===== config.mk =====
export PLATFORM = sky130hd
export DESIGN_NAME = ripple_borrow_subtractor_seq
export DESIGN_NICKNAME = d
export VERILOG_FILES = /design/src/rtl/ripple_sub_pkg.sv /design/src/rtl/full_subtractor.sv /design/src/rtl/ripple_borrow_subtractor_seq.sv
export SDC_FILE = /design/constraint.sdc
export NUM_CORES = 1
export LEC_CHECK = 0
export ABC_AREA = 1
export CAP_MARGIN = 40
export CORE_MARGIN = 1.5
export CORE_UTILIZATION = 40
export DETAILED_ROUTE_END_ITERATION = 8
export SYNTH_ARGS = -nofsm -noshare
export SYNTH_HDL_FRONTEND = slang
export SYNTH_HIERARCHICAL = 1
export SYNTH_SLANG_ARGS = --single-unit

===== constraint.sdc =====
create_clock -name clk -period 3.4 [get_ports clk]
set_input_delay 0.68 -clock clk [delete_from_list [all_inputs] [get_ports clk]]
set_output_delay 0.68 -clock clk [all_outputs]
set_load 0.1 [all_outputs]

===== src/rtl/ripple_sub_pkg.sv =====
// Shared constants and FSM state encoding for the bit-serial ripple-borrow subtractor.
package ripple_sub_pkg;

    localparam int unsigned DEFAULT_WIDTH = 4;

    typedef enum logic [1:0] {
        IDLE = 2'd0,
        CALC = 2'd1,
        DONE = 2'd2
    } state_e;

endpackage : ripple_sub_pkg


===== src/rtl/full_subtractor.sv =====
// One-bit full subtractor: d = a - b - bin with borrow-out.
module full_subtractor (
    input  logic a,
    input  logic b,
    input  logic bin,
    output logic d,
    output logic bout
);

    assign d    = a ^ b ^ bin;
    assign bout = (~a & b) | (~(a ^ b) & bin);

endmodule : full_subtractor


===== src/rtl/ripple_borrow_subtractor_seq.sv =====
// Bit-serial A - B - Bin: one bit per cycle LSB first through a single reused full subtractor,
// with a valid/ready request side and a valid/ready result side.
module ripple_borrow_subtractor_seq
    import ripple_sub_pkg::*;
#(
    parameter int unsigned WIDTH = DEFAULT_WIDTH
) (
    input  logic             clk,
    input  logic             rst_n,
    input  logic             in_valid,
    output logic             in_ready,
    input  logic [WIDTH-1:0] A,
    input  logic [WIDTH-1:0] B,
    input  logic             Bin,
    output logic             out_valid,
    input  logic             out_ready,
    output logic [WIDTH-1:0] D,
    output logic             Bout
);

    localparam int unsigned     IDX_W    = (WIDTH > 1) ? $clog2(WIDTH) : 1;
    localparam logic [IDX_W-1:0] LAST_IDX = IDX_W'(WIDTH - 1);

    state_e           state_q;
    state_e           state_d;
    logic [WIDTH-1:0] a_q;
    logic [WIDTH-1:0] a_d;
    logic [WIDTH-1:0] b_q;
    logic [WIDTH-1:0] b_d;
    logic [WIDTH-1:0] diff_d;
    logic [IDX_W-1:0] idx_q;
    logic [IDX_W-1:0] idx_d;
    logic             borrow_q;
    logic             borrow_d;
    logic             bout_d;
    logic             out_valid_d;
    logic             in_ready_d;
    logic             fs_d;
    logic             fs_bout;

    full_subtractor u_fs (
        .a    (a_q[idx_q]),
        .b    (b_q[idx_q]),
        .bin  (borrow_q),
        .d    (fs_d),
        .bout (fs_bout)
    );

    // State register
    always_ff @(posedge clk or negedge rst_n) begin
        if (!rst_n) begin
            state_q <= IDLE;
        end else begin
            state_q <= state_d;
        end
    end

    // Next-state decode
    always_comb begin
        state_d = state_q;
        case (state_q)
            IDLE:    if (in_valid)           state_d = CALC;
            CALC:    if (idx_q == LAST_IDX)  state_d = DONE;
            DONE:    if (out_ready)          state_d = IDLE;
            default:                         state_d = IDLE;
        endcase
    end

    // Datapath and output next values; every output is taken from a flop
    always_comb begin
        a_d         = a_q;
        b_d         = b_q;
        diff_d      = D;
        idx_d       = idx_q;
        borrow_d    = borrow_q;
        bout_d      = Bout;
        out_valid_d = out_valid;
        case (state_q)
            IDLE: begin
                if (in_valid) begin
                    a_d      = A;
                    b_d      = B;
                    borrow_d = Bin;
                    diff_d   = '0;
                    bout_d   = 1'b0;
                    idx_d    = '0;
                end
            end
            CALC: begin
                diff_d[idx_q] = fs_d;
                borrow_d      = fs_bout;
                if (idx_q == LAST_IDX) begin
                    bout_d      = fs_bout;
                    out_valid_d = 1'b1;
                end else begin
                    idx_d = idx_q + IDX_W'(1);
                end
            end
            DONE: begin
                if (out_ready) begin
                    out_valid_d = 1'b0;
                end
            end
            default: begin
                out_valid_d = 1'b0;
            end
        endcase
        in_ready_d = (state_d == IDLE);
    end

    always_ff @(posedge clk or negedge rst_n) begin
        if (!rst_n) begin
            a_q       <= '0;
            b_q       <= '0;
            borrow_q  <= 1'b0;
            idx_q     <= '0;
            D         <= '0;
            Bout      <= 1'b0;
            out_valid <= 1'b0;
            in_ready  <= 1'b1;
        end else begin
            a_q       <= a_d;
            b_q       <= b_d;
            borrow_q  <= borrow_d;
            idx_q     <= idx_d;
            D         <= diff_d;
            Bout      <= bout_d;
            out_valid <= out_valid_d;
            in_ready  <= in_ready_d;
        end
    end

endmodule : ripple_borrow_subtractor_seq


### Yosys cells after proc, flatten, opt, wreduce, memory -nomap -nowiden

Index checks and enable logic that the tools add are counted.

| word-level totals | value |
|---|---|
| flip-flop bits (word level) | 20 |
| word-level logic and storage cells | 60 |

| operators by class | value |
|---|---|
| reductions and logical operators | 9 |
| $lt $le $gt $ge | 2 |
| multiplexer cells | 24 |
| bitwise operators | 8 |
| $add $sub $neg | 1 |
| equality and inequality tests | 7 |

Operator list:

| cell | count |
|---|---|
| $mux W2 | 5 |
| $reduce_and A3 Y1 | 3 |
| $mux W1 | 8 |
| $ne A2 B2 Y1 const B | 4 |
| $pmux W4 S2 | 1 |
| $pmux W2 S3 | 1 |
| $bmux W1 S2 | 2 |
| $bwmux W4 | 1 |
| $eq A2 B2 Y1 const B | 2 |
| $logic_not A2 Y1 | 2 |
| $mux W4 | 1 |
| $pmux W1 S2 | 2 |
| $pmux W2 S2 | 1 |
| $reduce_and A2 Y1 | 2 |
| $lt A2 B3 Y1 const B | 1 |
| $not A1 Y1 | 3 |
| $pmux W1 S3 | 1 |
| $add A2 B1 Y2 const B | 1 |
| $and A1 B1 Y1 | 2 |
| $demux W1 S2 | 1 |
| $eq A2 B1 Y1 const B | 1 |
| $ge A2 B1 Y1 const B | 1 |
| $reduce_bool A2 Y1 | 1 |
| $xor A1 B1 Y1 | 2 |
| 2 further kinds | 2 |

### Logic depth before layout (Yosys ltp)

Gate-level depths: netlist of run 1.

| depth | value |
|---|---|
| word-level depth | 8 |
| depth in mapped cells | 11 |
| depth with buffers taken out | 10 |

### Hierarchy

The synthesis of run 1 kept the hierarchy.

By module, submodules not included:

| module | instances | area an instance (sq um) | cells an instance | sequential area each (sq um) |
|---|---|---|---|---|
| ripple_borrow_subtractor_seq | 1 | 997.2 | 118 | 501.7 |
| full_subtractor | 1 | 31.3 | 4 | 0.0 |

### Worst setup path before layout of run 1

No wires, ideal clock.

| path | value |
|---|---|
| kind | reg2reg |
| from | reg idx_q[0] |
| to | reg D[0] |
| data arrival time | 1.525 ns |
| slack | 1.752 ns |
| setup time | 0.123 ns |
| period minus slack after synthesis | 1.648 ns |
| path buffers | 1 |
| cell stages (with the launch flop) | 11 |
| required time | 3.277 ns |
| path through | dfrtp_1 buf_2 inv_1 nand2_1 nand2_1 nand2_1 nand2_1 inv_1 fa_1 nand3_1 nand2_1 |

| on the way | value |
|---|---|
| cells in the longest elaborated chain, start to end | 6 |

Ends and longest elaborated chain:

| what | RTL line | text |
|---|---|---|
| start, declared | ripple_borrow_subtractor_seq.sv:31 | `logic [IDX_W-1:0] idx_q;` |
| start signal, assigned | ripple_borrow_subtractor_seq.sv:125 | `idx_q <= idx_d;` |
| $bmux W1 S2 (on tied branches) | ripple_borrow_subtractor_seq.sv:42, ripple_borrow_subtractor_seq.sv:43 |  |
| $mux W1 (on tied branches) | ripple_borrow_subtractor_seq.sv:42, ripple_borrow_subtractor_seq.sv:43 |  |
| $xor A1 B1 Y1 (*) (2 in series) | full_subtractor.sv:10 | `assign d = a ^ b ^ bin;` |
| via fs_d | ripple_borrow_subtractor_seq.sv:38 | `logic fs_d;` |
| $bwmux W4 (*) | ripple_borrow_subtractor_seq.sv:90 | `diff_d[idx_q] = fs_d;` |
| $pmux W4 S2 (*) | ripple_borrow_subtractor_seq.sv:78 | `case (state_q)` |
| end signal, assigned | ripple_borrow_subtractor_seq.sv:126 | `D <= diff_d;` |
| end, declared | ripple_borrow_subtractor_seq.sv:17 | `output logic [WIDTH-1:0] D,` |

Mark *: on every way through the listed nets, which the timed path passes. The rest lies on a longest branch. The select of a mux whose other input is x is not followed.
A chain may end at the register's enable or synchronous reset.

### Final worst setup path of run 1

| path | value |
|---|---|
| from | reg D[0] |
| to | out D[0] |

No word-level cell between the ends.

==> flow_metrics.env, run 1 <==
export IMPL_outcome="complete, no violations"
export IMPL_syn_cell_area_mm2=0.00103
export IMPL_yosys_top_cells_area="dfrtp_1 46%, nand2_1 15%, nand3_1 12%, ha_1 4.9%, inv_1 4.4%"
export IMPL_cts_hold_fix_buffers=0
export IMPL_via_count=841
export IMPL_gp_congestion=0.752
export IMPL_drv_cap=0
export IMPL_fin_crit_sh=0.603
export IMPL_dp_cells=172
export IMPL_first_pass_iters=4
export IMPL_holdCritPathClass="flip-flop to flip-flop"
export IMPL_ant_nets=0
export IMPL_power_w=0.00144
export IMPL_finalCriticalPeriod_ns=2.05
export IMPL_die_area_mm2=0.00288
export IMPL_portBuffers=19
export IMPL_stdcell_count=176
export IMPL_postCtsSetupBuffers=0
export IMPL_rows=18
export IMPL_critPathSlowestCell="clkdlybuf4s50_1"
export IMPL_crit_path_max_fanout=2
export IMPL_synth_most_common_cell="nand2_1"
export IMPL_finalSetupViolations=0
export IMPL_dp_hpwl_um=1440
export IMPL_clk_pin_slew_worst_paths_ns=0.11
export IMPL_insertedDiodeCount=0
export IMPL_worst_slew_pin_slew_ns=0.497
export IMPL_htreeDepth=1
export IMPL_cp_cell_sequence="clkdlybuf4s50_1, buf_8"
export IMPL_grt_pass1_vias=753
export IMPL_synth_common_cells="42 x nand2_1, 25 x nand3_1, 19 x dfrtp_1"
export IMPL_die_y_um=53.7
export IMPL_finish_utilization=0.542
export IMPL_cts_tree="done"
export IMPL_synth_top_area_cell="dfrtp_1"
export IMPL_core_area_mm2=0.00245
export IMPL_grt_pass1_wl_um=3170
export IMPL_synth_edf_count=0
export IMPL_critPathKind="flip-flop to output pin"
export IMPL_finalHoldViolCount=0
export IMPL_drv_slew=0
export IMPL_yosys_register_bits=20
export IMPL_max_vdd_ir_drop_uv=556
export IMPL_clock_sinks=20
export IMPL_synthArstFlopShare=1.00
export IMPL_r2r_start="idx_q[0]"
export IMPL_layout_drive_gt1_share=0.130
export IMPL_die_width_um=53.7
export IMPL_start_util=0.419
export IMPL_slew_headroom=0.667
export IMPL_yosysTopAreaCellShare=0.462
export IMPL_worstReg2RegEnd="D[2]"
export IMPL_synth_yosys_seq_area_share=0.488
export IMPL_holdPathStages=2
export IMPL_nets=165
export IMPL_r2r_slack_ns=1.61
export IMPL_synth_cell_types=21
export IMPL_tns_ns=0
export IMPL_synth_cells=122
export IMPL_cp_data_required_time_ns=2.72
export IMPL_holdPathEnd="b_q[3]"
export IMPL_cp_slowest_stage_delay_ns=0.51
export IMPL_end_kind="output pin"
export IMPL_syn_avg_cell_area_um2=8.43
export IMPL_ys_flop_type="dfrtp_1"
export IMPL_drc=0
export IMPL_io_pins=20
export IMPL_track_usage=0.152
export IMPL_area_delta_synth_final_pct=29.4
export IMPL_yosysWarnings=6
export IMPL_rr_worst_depth=8
export IMPL_grt_start_max_net_pins=17
export IMPL_power_per_cell_area_mw_per_mm2=1080
export IMPL_cts_max_path_buffers=2
export IMPL_cts_buffers=3
export IMPL_n_fill_cell=228
export IMPL_worstSkewPairLatency_ns=0.29
export IMPL_min_delay_start="b_q[3]"
export IMPL_drt_total_wl_um=1860
export IMPL_p_leak_nw=0.700
export IMPL_holdWs_ns=0.480
export IMPL_wl_per_cell_um=10.6
export IMPL_rsz0062_at_grt="false"
export IMPL_overflow=0
export IMPL_syn_nets=140
export IMPL_fmax_ghz=0.488
export IMPL_antenna_found_initial=0
export IMPL_viasPerCell=4.78
export IMPL_clock_skew_ns=0.00672
export IMPL_critical_path_arrival_ns=1.37
export IMPL_start_kind="flip-flop"
export IMPL_cts_resized=0
export IMPL_initialDrtViolationCount=6
export IMPL_clockRootBuffer="clkbuf_4"
-- critical path: cells and delay by family, from the launching register on --
kind / cells / cell delay, ns
buf+inv: 2 / 0.71
flops: 1 / 0.36
-- per-layer routing --
| layer | global-route usage | part of all wire | vias to the layer above |
|---|---|---|---|
| li1 | - | - | 437 |
| met1 | 0.177 | 0.47 | 386 |
| met2 | 0.272 | 0.48 | 16 |
| met3 | 0.0333 | 0.043 | 2 |
| met4 | 0.0513 | 0.0065 | 0 |
| met5 | 0 | 0 | - |
-- cell usage in the layout, fill, tap and decap left out --
cell,count
nand2_1,42
nand3_1,25
dfrtp_1,19
clkdlybuf4s50_1,16
inv_1,12
buf_8,5
ha_1,4
clkbuf_4,3
buf_4,3
nand3_2,2
o211ai_1,2
nand4_1,2
inv_2,1
nor3_1,1
or2_1,1
nor2_4,1
nand2_4,1
nand2_2,1
nor2_1,1
o21ai_0,1
clkbuf_8,1
dfstp_2,1
fa_1,1
-- cell type report --
class                      instances  area (um^2)  area share
inverter                          13         48.8      0.0367
clock buffer                       4         36.3      0.0273
timing repair buffer              24          258       0.194
multi-input combinational         85          449       0.337
sequential                        20          502       0.377
tap                               30         37.5      0.0282
-- metrics by stage --
stage	instance area, um^2	worst slack [ns]
2_1_floorplan	1030	1.75
3_3_place_gp	1220	1.27
3_5_place_dp	1290	1.41
4_1_cts	1330	1.33
5_1_grt	1330	1.29
6_report	1330	1.35
-- registers in the layout (all words and copies together), names as in the netlist --
name and count:
state_q 2, idx_q 2, b_q 4, out_valid 1
Bout 1, a_q 4, in_ready 1, borrow_q 1
D 4
-- power by group --
| part | total, W | internal [W] | switching (W) |
|---|---|---|---|
| registers | 0.000446 | 0.000352 | 0.0000937 |
| logic | 0.000862 | 0.000289 | 0.000572 |
| clock network | 0.000136 | 0.0000652 | 0.0000706 |
| total | 0.00144 | 0.000707 | 0.000737 |
-- worst max path at each step --
stage	from	slack, ns	cells after the start	end
global route	D[0]	1.29	2	D[0]
detailed placement	in_valid	1.41	4	idx_q[1]
global placement	D[0]	1.27	1	D[0]
finish	D[0]	1.35	2	D[0]
CTS	D[0]	1.33	2	D[0]
floorplan	idx_q[0]	1.75	10	D[0]
-- kinds of logic after synthesis --
kind of cell,Yosys count,synth area share
buffers and inverters,17,0.0754
AND/OR/NAND/NOR,77,0.349
AO/OA/AOI/OAI,3,0.0195
adder cells (fa/ha/maj),5,0.0681
flip-flops,20,0.488
Power figures use the tool's default switching activity.
==> inputs of run 2 (changes only) <==
Clock period 3.4 ns to 2.1 ns, I/O delays scaled along.
==> flow_metrics.env, run 2 (synthesized netlist as in run 1, its figures left out) <==
export IMPL_cts_tree="done"
export IMPL_antenna_found_initial=0
export IMPL_start_util=0.419
export IMPL_postCtsSetupBuffers=0
export IMPL_track_usage=0.164
export IMPL_drt_total_wl_um=2020
export IMPL_end_kind="flip-flop"
export IMPL_layout_drive_gt1_share=0.140
export IMPL_start_kind="flip-flop"
export IMPL_final_common_cell="nand2_1"
export IMPL_via_count=865
export IMPL_mostFrequentLayoutCells="42 x nand2_1, 25 x nand3_1, 19 x dfrtp_1"
export IMPL_crit_path_max_fanout=10
export IMPL_finalSetupViolations=0
export IMPL_critical_path_arrival_ns=2.01
export IMPL_grt_pass1_wl_um=3410
export IMPL_viasPerCell=5.00
export IMPL_portBuffers=19
export IMPL_clock_sinks=20
export IMPL_holdWs_ns=0.463
export IMPL_holdCritPathClass="primary input to asynchronous set/reset pin"
export IMPL_outcome="complete, no violations"
export IMPL_worstSkewPairLatency_ns=0.31
export IMPL_rows=18
export IMPL_drv_cap=0
export IMPL_area_delta_synth_final_pct=22.6
export IMPL_die_area_mm2=0.00288
export IMPL_place_area_mm2=0.00122
export IMPL_rsz0062_at_grt="false"
export IMPL_insertedDiodeCount=0
export IMPL_r2r_slack_ns=0.34
export IMPL_final_area_mm2=0.00126
export IMPL_drv_slew=0
export IMPL_finalCriticalPeriod_ns=1.76
export IMPL_overflow=0
export IMPL_core_area_mm2=0.00245
export IMPL_die_width_um=53.7
export IMPL_ant_nets=0
export IMPL_htreeDepth=1
export IMPL_first_pass_iters=4
export IMPL_cts_hold_fix_buffers=0
export IMPL_cp_data_required_time_ns=2.36
export IMPL_io_pins=20
export IMPL_finalHoldViolCount=0
export IMPL_nets=162
export IMPL_grt_start_max_net_pins=17
export IMPL_grt_pass1_vias=781
export IMPL_worst_slew_pin_slew_ns=0.564
export IMPL_tns_ns=0
export IMPL_wl_per_cell_um=11.7
export IMPL_clk_pin_slew_worst_paths_ns=0.11
export IMPL_dp_hpwl_um=1520
export IMPL_clock_skew_ns=0.00213
export IMPL_slew_headroom=0.623
export IMPL_critPathKind="flip-flop to flip-flop"
export IMPL_cts_max_path_buffers=2
export IMPL_initialDrtViolationCount=17
export IMPL_clockRootBuffer="clkbuf_4"
export IMPL_reg_largest_list="D x4, a_q x4, b_q x4"
export IMPL_fin_crit_sh=0.837
export IMPL_gp_congestion=0.808
export IMPL_cts_buffers=3
export IMPL_fmax_ghz=0.569
export IMPL_cts_resized=0
export IMPL_drc=0
export IMPL_die_y_um=53.7
-- run 2: metrics by stage --
step,worst slack [ns],std cells,utilization
detailed placement,0.348,169,0.499
floorplan,0.452,122,-
CTS,0.330,173,0.514
global placement,0.424,169,0.499
global route,0.182,173,0.514
finish,0.341,173,0.514
-- run 2: per-layer routing --
layer	track usage	vias to the layer above	wire length (um)
met5	0	-	0
met2	0.287	20	961
met4	0.0513	0	22
met3	0.0278	2	93
li1	-	432	-
met1	0.205	411	943
-- run 2: layout make-up --
class,instances,area (um^2)
clock buffer,4,36.3
fill,245,1190
inverter,13,48.8
multi-input combinational,85,449
sequential,20,502
tap,30,37.5
timing repair buffer,21,188
-- run 2: critical path, stage by stage, from the launching register on --
cell and delay [ns]:
dfrtp_1 0.52, inv_1 0.17, nand2_1 0.08, nand2_1 0.04
nand2_1 0.05, nand2_1 0.07, fa_1 0.60, nand3_1 0.10
nand2_1 0.07
-- run 2: worst paths after layout --
kind | from | to | depth (start not counted)
hold reg to reg | a_q[1] | a_q[1] | 2
setup / recovery | idx_q[0] | D[2] | 8
setup reg to reg | idx_q[0] | D[2] | 8
min in group clk | a_q[1] | a_q[1] | 2
hold / removal | rst_n | D[2] | 1
max in group asynchronous | rst_n | a_q[3] | 2
Power of run 2 is not shown: default switching activity piles up to over one toggle a cycle in this logic, so the estimate is an artifact.
